$ cat config.mk
export PLATFORM = sky130hd
export DESIGN_NAME = fnd_scan_scheduler
export DESIGN_NICKNAME = d
export VERILOG_FILES = /design/src/rtl/fnd_pkg.sv /design/src/rtl/fnd_tick_gen.sv /design/src/rtl/fnd_scan_scheduler.sv
export SDC_FILE = /design/constraint.sdc
export NUM_CORES = 1
export LEC_CHECK = 0
export BUFFER_PORTS_ARGS = -buffer_cell sky130_fd_sc_hd__buf_2
export CORE_MARGIN = 3
export CORE_UTILIZATION = 30
export CTS_CLUSTER_DIAMETER = 100
export CTS_CLUSTER_SIZE = 16
export DETAILED_ROUTE_END_ITERATION = 8
export PLACE_DENSITY = 0.45
export SLEW_MARGIN = 25
export SYNTH_ARGS = -nofsm -noshare
export SYNTH_HDL_FRONTEND = slang
export SYNTH_SLANG_ARGS = --single-unit
$ cat constraint.sdc
create_clock -name clk -period 4.1 [get_ports clk]
set_clock_uncertainty 0.1 [all_clocks]
set_input_delay 0.205 -clock clk [delete_from_list [all_inputs] [get_ports clk]]
set_output_delay 0.205 -clock clk [all_outputs]
set_load 0.03 [all_outputs]
$ cat src/rtl/fnd_pkg.sv
// fnd_pkg: shared types and constants for the FND scan path.
// Slot encoding, anode patterns and per-slot nibble helpers.
package fnd_pkg;

    typedef enum logic [1:0] {
        SLOT_D1    = 2'd0,
        SLOT_D10   = 2'd1,
        SLOT_D100  = 2'd2,
        SLOT_D1000 = 2'd3
    } slot_e;

    typedef enum logic {
        PH_ON  = 1'b0,
        PH_OFF = 1'b1
    } phase_e;

    localparam logic [3:0] AN_OFF   = 4'b1111;
    localparam logic [3:0] AN_D1    = 4'b1110;
    localparam logic [3:0] AN_D10   = 4'b1101;
    localparam logic [3:0] AN_D100  = 4'b1011;
    localparam logic [3:0] AN_D1000 = 4'b0111;

    localparam logic [3:0] BCD_MAX = 4'd9;

    function automatic logic [3:0] slot_anode(slot_e s);
        logic [3:0] an;
        an = AN_OFF;
        unique case (s)
            SLOT_D1:    an = AN_D1;
            SLOT_D10:   an = AN_D10;
            SLOT_D100:  an = AN_D100;
            SLOT_D1000: an = AN_D1000;
        endcase
        return an;
    endfunction

    function automatic logic [3:0] slot_nibble(logic [15:0] v, slot_e s);
        return v[int'(s)*4 +: 4];
    endfunction

    // True when this slot's nibble and every higher-order nibble are zero.
    function automatic logic upper_zero(logic [15:0] v, slot_e s);
        logic z;
        z = 1'b0;
        unique case (s)
            SLOT_D1:    z = (v == 16'h0);
            SLOT_D10:   z = (v[15:4] == 12'h0);
            SLOT_D100:  z = (v[15:8] == 8'h0);
            SLOT_D1000: z = (v[15:12] == 4'h0);
        endcase
        return z;
    endfunction

endpackage

$ cat src/rtl/fnd_tick_gen.sv
// fnd_tick_gen: free-running divider producing a 1-cycle clock enable.
// The pulse is high while the counter sits at DIV-1.
module fnd_tick_gen #(
    parameter int DIV = 100_000
) (
    input  logic clk,
    input  logic reset,
    output logic o_tick
);

    localparam int W = $clog2(DIV);
    localparam logic [W-1:0] LAST = W'(DIV - 1);

    logic [W-1:0] cnt;

    assign o_tick = (cnt == LAST);

    // Count 0..DIV-1 and wrap on the tick.
    always_ff @(posedge clk) begin
        if (reset) begin
            cnt <= '0;
        end else if (o_tick) begin
            cnt <= '0;
        end else begin
            cnt <= cnt + W'(1);
        end
    end

endmodule

$ cat src/rtl/fnd_scan_scheduler.sv
// fnd_scan_scheduler: 4-digit FND multiplex scan with frame-aligned
// data commit, leading-zero / invalid-BCD blanking and blink.
module fnd_scan_scheduler
    import fnd_pkg::*;
#(
    parameter int SCAN_DIV   = 100_000,
    parameter int BLINK_HALF = 125
) (
    input  logic        clk,
    input  logic        reset,
    input  logic        i_valid,
    output logic        o_ready,
    input  logic [15:0] i_bcd,
    input  logic        i_lz_blank,
    input  logic        i_blink_en,
    output logic [3:0]  o_fnd_digit,
    output logic [3:0]  o_bcd,
    output logic        o_blank,
    output logic        o_frame_start
);

    localparam int BW = (BLINK_HALF > 1) ? $clog2(BLINK_HALF) : 1;
    localparam logic [BW-1:0] BLINK_LAST = BW'(BLINK_HALF - 1);

    logic          tick;
    logic          boundary;
    logic          accept;
    slot_e         slot;
    slot_e         slot_nx;
    logic          pending;
    logic [15:0]   shadow;
    logic [15:0]   disp;
    logic [15:0]   disp_nx;
    logic [BW-1:0] blink_cnt;
    logic [BW-1:0] blink_cnt_nx;
    phase_e        phase;
    phase_e        phase_nx;
    logic [3:0]    nib_nx;
    logic          blank_nx;

    fnd_tick_gen #(
        .DIV(SCAN_DIV)
    ) u_tick (
        .clk    (clk),
        .reset  (reset),
        .o_tick (tick)
    );

    assign o_ready  = !pending;
    assign accept   = i_valid && o_ready;
    assign boundary = tick && (slot == SLOT_D1000);

    // Next-slot view: committed data, blink phase and blank decision.
    always_comb begin
        slot_nx      = slot_e'(slot + 2'd1);
        disp_nx      = disp;
        blink_cnt_nx = blink_cnt;
        phase_nx     = phase;
        if (boundary && pending) begin
            disp_nx = shadow;
        end
        if (boundary) begin
            if (blink_cnt == BLINK_LAST) begin
                blink_cnt_nx = '0;
                phase_nx     = (phase == PH_ON) ? PH_OFF : PH_ON;
            end else begin
                blink_cnt_nx = blink_cnt + BW'(1);
            end
        end
        nib_nx   = slot_nibble(disp_nx, slot_nx);
        blank_nx = (i_blink_en && (phase_nx == PH_OFF))
                || (nib_nx > BCD_MAX)
                || (i_lz_blank && (slot_nx != SLOT_D1)
                    && upper_zero(disp_nx, slot_nx));
    end

    // Scan position, blink state and the shadow/display data pair.
    always_ff @(posedge clk) begin
        if (reset) begin
            slot      <= SLOT_D1;
            blink_cnt <= '0;
            phase     <= PH_ON;
            disp      <= '0;
            shadow    <= '0;
            pending   <= 1'b0;
        end else begin
            if (tick) begin
                slot      <= slot_nx;
                blink_cnt <= blink_cnt_nx;
                phase     <= phase_nx;
                disp      <= disp_nx;
            end
            if (accept) begin
                shadow  <= i_bcd;
                pending <= 1'b1;
            end else if (boundary && pending) begin
                pending <= 1'b0;
            end
        end
    end

    // Registered scan outputs, refreshed only on a tick.
    always_ff @(posedge clk) begin
        if (reset) begin
            o_fnd_digit   <= AN_OFF;
            o_bcd         <= 4'h0;
            o_blank       <= 1'b1;
            o_frame_start <= 1'b0;
        end else begin
            o_frame_start <= tick && (slot_nx == SLOT_D1);
            if (tick) begin
                o_fnd_digit <= slot_anode(slot_nx);
                o_bcd       <= nib_nx;
                o_blank     <= blank_nx;
            end
        end
    end

endmodule

==> results of run 1 <==
-- area by class of cell --
cell class,count,area (sq um)
clock buffer,10,138
clock inverter,6,133
sequential,70,1400
multi-input combinational,235,1460
tap,129,161
timing repair buffer,46,303
fill,972,5790
inverter,8,30.0
-- synthesized netlist by cell type (2+ instances only) --
library cell,count
a211o_1,3
a211oi_1,4
a21oi_1,25
and2_1,2
clkbuf_1,13
dfxtp_1,70
ha_1,10
inv_1,8
mux2i_1,17
mux4_2,4
nand2_1,48
nand2b_1,2
nand3_1,3
nand4_1,10
nand4bb_1,2
nor2_1,53
nor2b_1,2
nor4_1,6
o21ai_0,7
or3_1,6
xnor2_1,6
xor2_1,12
-- power by group --
part | total [W] | switching, W | internal, W
Sequential | 0.000703 | 0.0000109 | 0.000692
Combinational | 0.0000628 | 0.0000347 | 0.0000281
Clock | 0.000739 | 0.000258 | 0.000481
-- through the flow --
step	utilization (%)	area, sq um	total power [W]
finish	38.6	3630	0.00150
global route	38.6	3630	0.00157
CTS	38.5	3630	0.00153
detailed placement	34.2	3220	0.000772
global placement	34.2	3220	0.000772
floorplan	-	2960	0.000749
-- routing by layer --
| layer | GRT usage (%) | up-vias |
|---|---|---|
| met1 | 17.4 | 1085 |
| met2 | 19.1 | 48 |
| met5 | 0 | - |
| met3 | 4.53 | 7 |
| met4 | 3.37 | 0 |
| li1 | - | 1204 |
-- worst max-delay path, cell delays in order, from the launching register on --
cell and delay [ns]:
dfxtp_1 0.42, or4b_1 0.49, or4_1 0.61, or2_1 0.48, mux2i_1 0.21, mux4_2 0.51
a21o_1 0.19, a21oi_1 0.13
-- kinds of logic after synthesis --
| family | Yosys count |
|---|---|
| compound gates | 45 |
| xor+xnor | 18 |
| simple gates | 141 |
| mux | 21 |
| buf+inv | 24 |
| fa+ha+maj | 10 |
| flops | 70 |
-- worst paths after layout --
| path | start | slack [ns] | to | cells past startpoint |
|---|---|---|---|---|
| max | u_tick.cnt[7]$_SDFF_PP0_ | 0.89 | o_blank$_SDFFE_PP1P_ | 7 |
| min | i_bcd[3] | 0.02 | shadow[3]$_SDFFE_PP0P_ | 3 |
| max reg2reg | u_tick.cnt[7]$_SDFF_PP0_ | 0.89 | o_blank$_SDFFE_PP1P_ | 7 |
| min reg2reg | u_tick.cnt[0]$_SDFF_PP0_ | 0.36 | u_tick.cnt[0]$_SDFF_PP0_ | 1 |
-- registers in the layout, indices dropped and copies added, names as in the netlist --
name           count
blink_cnt          7
disp              16
o_bcd              4
o_blank            1
o_fnd_digit        4
o_frame_start      1
pending            1
phase              1
shadow            16
slot               2
u_tick.cnt        17
==> reports/summary.md, run 1 <==
### Run status
- complete, no violations — outcome

### Worst setup path
- reg2reg — worst setup path class
- 4.27 ns — endpoint required time on the critical path
- 3.39 ns — Arr. time, crit path
- 11 — highest net fanout along the worst path
- flip-flop — crit end category
- flip-flop — startpoint type of the worst setup path

### Global routing
- 0 — initial antenna violation count
- 50 — pin count of the biggest net entering global routing
- 12.8% — GR Util All Layers
- 11.3 mm — global-route wire length before repair
- 2296 — via count of the first global-routing pass
- 0 — final global-route overflow total

### Final layout
- 0 — Antenna Diode Count
- dfxtp_1 (70), nor2_1 (53), nand2_1 (48) — leading cell types in the layout, fill and taps excluded
- 504 — post-layout instance count excluding filler cells
- 22.8% — Area Growth Syn to Fin
- 401 — number of nets at the end of the flow
- dfxtp_1 — most frequent standard cell in the layout excluding fill and tap cells
- 14.7% — share of post-route cells with drive strength above 1

### Yosys
- 21.9% — simple-gate portion of the synthesized area
- 8.93% — Compound-Gate Fraction of Synth Area
- 0 — number of warning messages in the yosys log
- 70 — Yosys reg bits
- 47.4% — sequential share of the synthesized area
- 8.98 sq um — average cell area after synthesis
- simple AND/OR/NAND/NOR gates — dominant combinational cell family by area after synthesis
- 4.23% — adder-cell share of the synthesized area
- dfxtp_1 — prevailing post-synth register cell
- 329 — post-synthesis instance total
- 38 — post-synthesis cell type count
- 47.4% — fraction of synthesized cell area taken by the top area cell type
- 0 — number of flops mapped to enable cells by yosys
- dfxtp_1 — area leader, netlist
- dfxtp_1 (47%), nor2_1 (6.7%), nand2_1 (6.1%) — cell types with the largest area share after synthesis
- 2960 sq um — Syn Std Cell Area
- 8.81% — mux contribution to synthesized area
- 0% — fraction of synthesis flops using an asynchronous set or reset pin
- 5.33% — post-synthesis share of cell area spent on xor and xnor gates
- 360 — number of nets in the synthesized netlist

### Route
- 4 — Pre-Repair DR Iteration Count
- 3.37 mm — DRT met1 WL
- 0 — # DRC
- 6.55 mm — Detailed Route WL
- 2344 — vias post-DR
- 4.65 — vias per inst
- 74 — DRC violation total after the first TritonRoute iteration
- met4 — DR top layer
- 13.0 um — drt wl/cell
- 313 um — Detail Route met3 WL
- 0 — DRT antenna net count
- 2.80 mm — Routed met2 length

### Power
- 414 nW/um^2 — ratio of total power to cell area
- 1.45 nW — LEAKAGE
- 0.000168 V — Max rail drop VDD

### Timing
- 311 MHz — Highest Clock Rate
- 0.886 ns — least setup slack across all paths after layout
- 0.941 ns — worst-margin pin slew
- 78.4% — Final period util
- 0 — fin. max-slew vios
- 0.0220 ns — hold slack final
- 3.21 ns — clock period minus worst slack
- 0 ns — post-route setup TNS
- 0 — Setup-failing EPs final
- 0 — Final Hold Violating Endpoints
- 37.3% — worst relative slew slack
- no — setup repair after global routing missed its margin

### Floorplan
- 9420 sq um — area of the core
- 35 — Rows
- 105 um — die extent in x
- 31.4% — initial standard-cell utilization of the core
- 32 — number of top-level pins
- 11100 sq um — Total Die Area
- 105 um — die span in y

### CTS
- 9 — total clock buffers created by CTS
- 3 — H-tree level count
- 70 — Sinks on Clock Net
- 0 — number of setup buffers added after CTS
- yes — CTS tree
- 0.08 ns — Clock Pin Slew Worst Setup and Hold Paths
- 0.34 ns — clock latency reported for the late side of the worst-skew pair
- 0 — PostCTS Resize Cnt
- 2 — deepest clock path buffer count
- 14 — hold bufs inserted after CTS
- clkbuf_8 — buffer type at the clock tree root

### Placed design
- 31 — count of buffers from port buffering
- 4.63 mm — HPWL after DPL
- 0.808 — final weighted congestion in routability-driven placement
- 474 — post-placement cell count
- 0.904 ns — worst setup slack after placement

### Job
- 0 — # Max-Cap Violations

### Min path
- in2reg — classification of the worst-slack hold path

Power figures use the tool's default switching activity.
==> run 2, diff against run 1 <==
--- a/config.mk
+++ b/config.mk
@@ -5,13 +5,14 @@
 export SDC_FILE = /design/constraint.sdc
 export NUM_CORES = 1
 export LEC_CHECK = 0
+export ABC_AREA = 1
 export BUFFER_PORTS_ARGS = -buffer_cell sky130_fd_sc_hd__buf_2
 export CORE_MARGIN = 3
 export CORE_UTILIZATION = 30
 export CTS_CLUSTER_DIAMETER = 100
 export CTS_CLUSTER_SIZE = 16
 export DETAILED_ROUTE_END_ITERATION = 8
-export PLACE_DENSITY = 0.45
+export PLACE_DENSITY = 0.47
 export SLEW_MARGIN = 25
 export SYNTH_ARGS = -nofsm -noshare
 export SYNTH_HDL_FRONTEND = slang
==> constraint.sdc (replaced) <==
create_clock -name clk -period 2.8 [get_ports clk]
set_clock_uncertainty 0.1 [all_clocks]
set_input_delay 0.14 -clock clk [delete_from_list [all_inputs] [get_ports clk]]
set_output_delay 0.14 -clock clk [all_outputs]
set_load 0.03 [all_outputs]
==> run 2 against run 1 <==
Synthesized cell count grew 30%. Maximum frequency up 39%. Critical path depth increased by 5. Global-route usage grew 1.3 points. Sequential share of layout area decreased by 2.6 points. Count of clock-buffer cells in the layout increased by 1. Critical path type unchanged. Combinational power up 59%. Largest cell class unchanged.
==> reports/summary.md, run 2 <==
### Run status
- complete, no violations — outcome

### Yosys
- 0% — fraction of synthesis flops using an asynchronous set or reset pin
- 40 — post-synthesis cell type count
- dfxtp_1 — area leader, netlist
- 0 — number of flops mapped to enable cells by yosys
- 428 — post-synthesis instance total
- 70 — Yosys reg bits
- dfxtp_1 (44%), nand2_1 (8.2%), nor2_1 (7.9%) — cell types with the largest area share after synthesis
- 7.44 sq um — average cell area after synthesis
- 44.0% — fraction of synthesized cell area taken by the top area cell type
- 3190 sq um — Syn Std Cell Area
- 0 — number of warning messages in the yosys log
- dfxtp_1 (70), nand2_1 (70), nor2_1 (67), inv_1 (53), nand3_1 (29) — top cells by instance count after synthesis
- 459 — number of nets in the synthesized netlist
- 44.0% — sequential share of the synthesized area
- dfxtp_1 — prevailing post-synth register cell

### Timing
- 0.0838 ns — hold slack final
- 0 ns — post-route setup TNS
- 2.32 ns — clock period minus worst slack
- 0 — Final Hold Violating Endpoints
- no — setup repair after global routing missed its margin
- 0.624 ns — worst-margin pin slew
- 432 MHz — Highest Clock Rate
- 0 — fin. max-slew vios
- 58.4% — worst relative slew slack
- 0 — Setup-failing EPs final
- 82.7% — Final period util

### Floorplan
- 11900 sq um — Total Die Area
- 109 um — die extent in x
- 31.7% — initial standard-cell utilization of the core
- 36 — Rows
- 32 — number of top-level pins
- 10000 sq um — area of the core
- 109 um — die span in y

### CTS
- 0.07 ns — Clock Pin Slew Worst Setup and Hold Paths
- 0.35 ns — clock latency reported for the late side of the worst-skew pair
- 9 — total clock buffers created by CTS
- 2 — deepest clock path buffer count
- 3 — H-tree level count
- yes — CTS tree
- 70 — Sinks on Clock Net
- clkbuf_8 — buffer type at the clock tree root
- 0 — number of setup buffers added after CTS

### Global routing
- 13.0 mm — global-route wire length before repair
- 2778 — via count of the first global-routing pass
- 0 — initial antenna violation count
- 14.1% — GR Util All Layers
- 0 — final global-route overflow total
- 26 — pin count of the biggest net entering global routing

### Route
- 4 — Pre-Repair DR Iteration Count
- 0 — # DRC
- 4.47 — vias per inst
- 122 — DRC violation total after the first TritonRoute iteration
- 7.54 mm — Detailed Route WL
- 0 — DRT antenna net count
- 12.2 um — drt wl/cell
- 2760 — vias post-DR

### Final layout
- 1052 — count of filler cells inserted in the layout
- u_tick.cnt — Largest Register
- nand2_1 (70), dfxtp_1 (70), nor2_1 (67) — leading cell types in the layout, fill and taps excluded
- 16.1% — share of post-route cells with drive strength above 1
- 38.8% — post-layout utilization of the core
- u_tick.cnt x17, disp x16, shadow x16 — largest registers
- 0 — Antenna Diode Count
- 22.2% — Area Growth Syn to Fin
- 511 — number of nets at the end of the flow
- 17 — max FFs per register
- 3890 sq um — final cell area excluding filler cells

### Min path
- in2reg — classification of the worst-slack hold path
- i_lz_blank — start point of the worst min-delay path

### Placed design
- 0.855 — final weighted congestion in routability-driven placement
- 5.66 mm — HPWL after DPL
- 31 — count of buffers from port buffering
- 3490 sq um — instance area after placement

### Worst setup path
- simple AND/OR/NAND/NOR gates — kind of cell with the highest combined delay on the critical path
- 11 — highest net fanout along the worst path
- ha_1, nand3_1, inv_1, nand3_2, nor2_4, nand3_2, nand2_1, nand3_1, nand3_1, nand2_1, a21oi_1, a21oi_2 — CP Cell Sequence
- flip-flop — startpoint type of the worst setup path
- nand3_1 — cell seen most often among critical-path stages
- 2.94 ns — endpoint required time on the critical path
- u_tick.cnt[0]$_SDFF_PP0_ — Critical R2R Launch
- 2.45 ns — Arr. time, crit path
- 0.35 ns — delay of the slowest cell on the worst path
- reg2reg — worst setup path class
- u_tick.cnt[0]$_SDFF_PP0_ — CP startpoint
- dfxtp_1 — master of the slowest instance on the critical path
- flip-flop — crit end category
- 1 — buffering stage count on the worst path with inverters included

### Power
- 531 nW/um^2 — ratio of total power to cell area
- 1.59 nW — LEAKAGE
- 0.000292 V — Max rail drop VDD

### Job
- 0 — # Max-Cap Violations

## run 2: final timing paths
path         slack (ns)  cells past startpoint                  endpoint
max                0.48                     12      o_blank$_SDFFE_PP1P_
min                0.08                      5      o_blank$_SDFFE_PP1P_
max reg2reg        0.48                     12      o_blank$_SDFFE_PP1P_
min reg2reg        0.35                      1  u_tick.cnt[0]$_SDFF_PP0_
## run 2: stage by stage
stage	std cells	setup WS [ns]	power, W
after floorplan	428	0.884	0.00110
after global placement	585	0.468	0.00114
after detailed placement	585	0.471	0.00114
after CTS	618	0.461	0.00210
after global routing	618	0.250	0.00217
final	618	0.483	0.00207
## run 2: worst register-to-register path, cell delays in order, from the launching register on
cell and delay [ns]:
dfxtp_1 0.35, ha_1 0.20, nand3_1 0.10, inv_1 0.12
nand3_2 0.10, nor2_4 0.19, nand3_2 0.30, nand2_1 0.21
nand3_1 0.10, nand3_1 0.10, nand2_1 0.09, a21oi_1 0.18
a21oi_2 0.06
## run 2: logic make-up after synthesis
logic type	count (synthesis)	synth area share [%]
DFF	70	44.0
AOI/OAI and AO/OA	66	11.3
and+or+nand+nor	203	30.0
adders and majority gates	10	3.93
xor gates and xnor gates	7	1.92
buffers and inverters	72	8.92
## run 2: cell type report
| type | count | area [sq um] | area share, % |
|---|---|---|---|
| clock buffer | 11 | 151 | 3.89 |
| clock inverter | 5 | 81.3 | 2.09 |
| inverter | 60 | 230 | 5.91 |
| multi-input combinational | 286 | 1500 | 38.5 |
| sequential | 70 | 1400 | 36.0 |
| tap | 133 | 166 | 4.27 |
| timing repair buffer | 53 | 363 | 9.32 |
## run 2: power by group
part           switching [W]  total (W)  leakage (nW)  internal [W]
Combinational      0.0000551   0.000100         0.908     0.0000450
Clock               0.000386   0.000936         0.116      0.000550
Sequential         0.0000130    0.00103         0.569       0.00102
Total               0.000454    0.00207          1.59       0.00161
## run 2: repair_timing
action	4_1_cts	5_1_grt
hold buffers	17	0
resized for setup	0	0
hold endpoints to repair	17	0
endpoints found under the setup margin	0	0
## run 2: per-layer routing
layer	global-route usage (%)	share of wire, %	vias up
met5	0	0	-
met4	4.60	1.4	0
met1	17.6	49	1235
met2	23.6	46	34
met3	3.49	2.9	11
li1	-	-	1480
==> run 3, diff against run 2 <==
==> constraint.sdc (replaced) <==
create_clock -name clk -period 1.93 [get_ports clk]
set_clock_uncertainty 0.1 [all_clocks]
set_input_delay 0.0965 -clock clk [delete_from_list [all_inputs] [get_ports clk]]
set_output_delay 0.0965 -clock clk [all_outputs]
set_load 0.03 [all_outputs]
==> run 3 against run 2 <==
The run now ends with negative setup slack left. Worst setup slack got worse by 0.63 ns. Sequential share of layout area is 6.8 points lower. Worst hold slack worse by 0.059 ns. Routed wire length increased by 14%. Register-to-register slack worse by 0.63 ns. Maximum frequency grew 12%. Die area unchanged. Combinational power up 73%.
==> reports/summary.md, run 3 (synthesized netlist as in run 2, its figures left out) <==
### Run status
- complete, but fails checks — outcome
- negative setup slack — failing checks

### Power
- 596 nW/um^2 — ratio of total power to cell area
- 41.8% — clock network fraction of total power
- 2.09 nW — LEAKAGE
- 0.000403 V — Max rail drop VDD
- 52.2% — Flop pwr share
- 0.000689 W — net switching component of the power
- 24.0% — fraction of power spent switching nets
- 6.0% — part of the total power dissipated in combinational logic
- 0.00218 W — Internal

### Worst setup path
- flip-flop — startpoint type of the worst setup path
- 0.37 ns — delay of the slowest cell on the worst path
- flip-flop — crit end category
- 2.11 ns — endpoint required time on the critical path
- 3 — highest net fanout along the worst path
- dfxtp_2 — master of the slowest instance on the critical path
- reg2reg — worst setup path class
- u_tick.cnt[1]$_SDFF_PP0_ — Critical R2R Launch
- u_tick.cnt[1]$_SDFF_PP0_ — CP startpoint
- ha_4, buf_4, nand2_2, nor2_4, inv_2, nor3_4, nand2_2, nor3_4, nand3_2, nor2_2, nand3_1, xor2_1, nor2_1 — CP Cell Sequence
- 2.26 ns — Arr. time, crit path

### Floorplan
- 10000 sq um — area of the core
- 36 — Rows
- 32 — number of top-level pins
- 11900 sq um — Total Die Area
- 109 um — die span in y
- 31.7% — initial standard-cell utilization of the core
- 109 um — die extent in x

### Route
- 4.46 — vias per inst
- 3088 — vias post-DR
- 4 — Pre-Repair DR Iteration Count
- 0 — # DRC
- 0 — DRT antenna net count
- 120 — DRC violation total after the first TritonRoute iteration
- 8.60 mm — Detailed Route WL
- 12.4 um — drt wl/cell

### Timing
- -0.145 ns — least setup slack across all paths after layout
- 0 — fin. max-slew vios
- 108% — Final period util
- 0 — Final Hold Violating Endpoints
- yes — setup repair after global routing missed its margin
- 7 — Setup-failing EPs final
- 2.08 ns — clock period minus worst slack
- 482 MHz — Highest Clock Rate
- 73.6% — worst relative slew slack
- 0.396 ns — worst-margin pin slew

### CTS
- 0.08 ns — Clock Pin Slew Worst Setup and Hold Paths
- yes — CTS tree
- clkbuf_8 — buffer type at the clock tree root
- 3 — H-tree level count
- 2 — deepest clock path buffer count
- 9 — total clock buffers created by CTS
- 70 — Sinks on Clock Net
- 0.35 ns — clock latency reported for the late side of the worst-skew pair

### Final layout
- 0 — Antenna Diode Count
- 585 — number of nets at the end of the flow
- 1009 — count of filler cells inserted in the layout
- 39.2% — share of post-route cells with drive strength above 1
- 48.0% — post-layout utilization of the core
- u_tick.cnt — Largest Register
- u_tick.cnt x17, disp x16, shadow x16 — largest registers
- 17 — max FFs per register
- 4820 sq um — final cell area excluding filler cells
- buf_4 (70), dfxtp_1 (64), nor2_1 (56) — leading cell types in the layout, fill and taps excluded
- 51.3% — Area Growth Syn to Fin
- buf_4 — most frequent standard cell in the layout excluding fill and tap cells

### Global routing
- 14.9% — GR Util All Layers
- 0 — initial antenna violation count
- 13.8 mm — global-route wire length before repair
- 26 — pin count of the biggest net entering global routing
- 2957 — via count of the first global-routing pass
- 0 — final global-route overflow total

### Placed design
- 3960 sq um — instance area after placement
- 5.93 mm — HPWL after DPL
- 31 — count of buffers from port buffering
- 0.834 — final weighted congestion in routability-driven placement

### Min path
- in2reg — classification of the worst-slack hold path
- i_lz_blank — start point of the worst min-delay path

### Job
- 0 — # Max-Cap Violations

[run 3: final timing paths]
check                                   end  slack, ns  cells after the start
setup reg to reg  u_tick.cnt[16]$_SDFF_PP0_      -0.15                     13
setup / recovery  u_tick.cnt[16]$_SDFF_PP0_      -0.15                     13
hold reg to reg      shadow[0]$_SDFFE_PP0P_       0.36                      2
hold / removal         o_blank$_SDFFE_PP1P_       0.03                      5
[run 3: what timing repair did]
action / 4_1_cts / 5_1_grt
endpoints found under the hold margin: 17 / 0
pin swaps: 9 / 31
endpoints found under the setup margin: 15 / 32
setup buffers: 3 / 8
cloned: 1 / 1
gates resized for setup: 18 / 82
hold buffers: 17 / 0
[run 3: area by class of cell]
type	count	area, sq um	share of cell area (%)
Multi-Input combinational cell	287	1860	38.7
Sequential cell	70	1410	29.2
Timing Repair Buffer	125	938	19.5
Inverter	60	236	4.91
Tap cell	133	166	3.45
Clock buffer	10	138	2.86
Clock inverter	6	61.3	1.27
Timing Repair inverter	1	7.51	0.156
[run 3: routing by layer]
layer	global-route usage [%]	vias up	share of wire [%]
li1	-	1624	-
met1	18.0	1408	45
met5	0	-	0
met3	3.91	6	3.4
met2	25.7	50	51
met4	4.42	0	0.62
[run 3: through the flow]
stage	hold WS [ns]	worst slack, ns	TNS, ns	instances	total power [W]
6_report	0.0250	-0.145	-0.473	692	0.00287
4_1_cts	0.0238	-0.140	-0.765	683	0.00289
2_1_floorplan	0.130	0.0138	0	428	0.00160
3_3_place_gp	0.222	-0.244	-0.968	646	0.00166
3_5_place_dp	0.224	-0.275	-1.28	646	0.00166
5_1_grt	0.0505	-0.271	-2.04	692	0.00299
[run 3: critical path, delay by kind of cell, from the launching register on]
family,cells,cell delay [ns]
buffers and inverters,2,0.17
and+or+nand+nor,9,1.09
DFF,1,0.37
xor gates and xnor gates,1,0.14
adders and majority gates,1,0.15
[run 3: power groups by stage]
| stage | logic (W) | registers (W) | clock network [W] |
|---|---|---|---|
| finish | 0.000173 | 0.00150 | 0.00120 |
| CTS | 0.000161 | 0.00150 | 0.00123 |
| global route | 0.000195 | 0.00150 | 0.00129 |
| global placement | 0.000131 | 0.00152 | 0 |
| detailed placement | 0.000132 | 0.00153 | 0 |
| floorplan | 0.0000783 | 0.00152 | 0 |
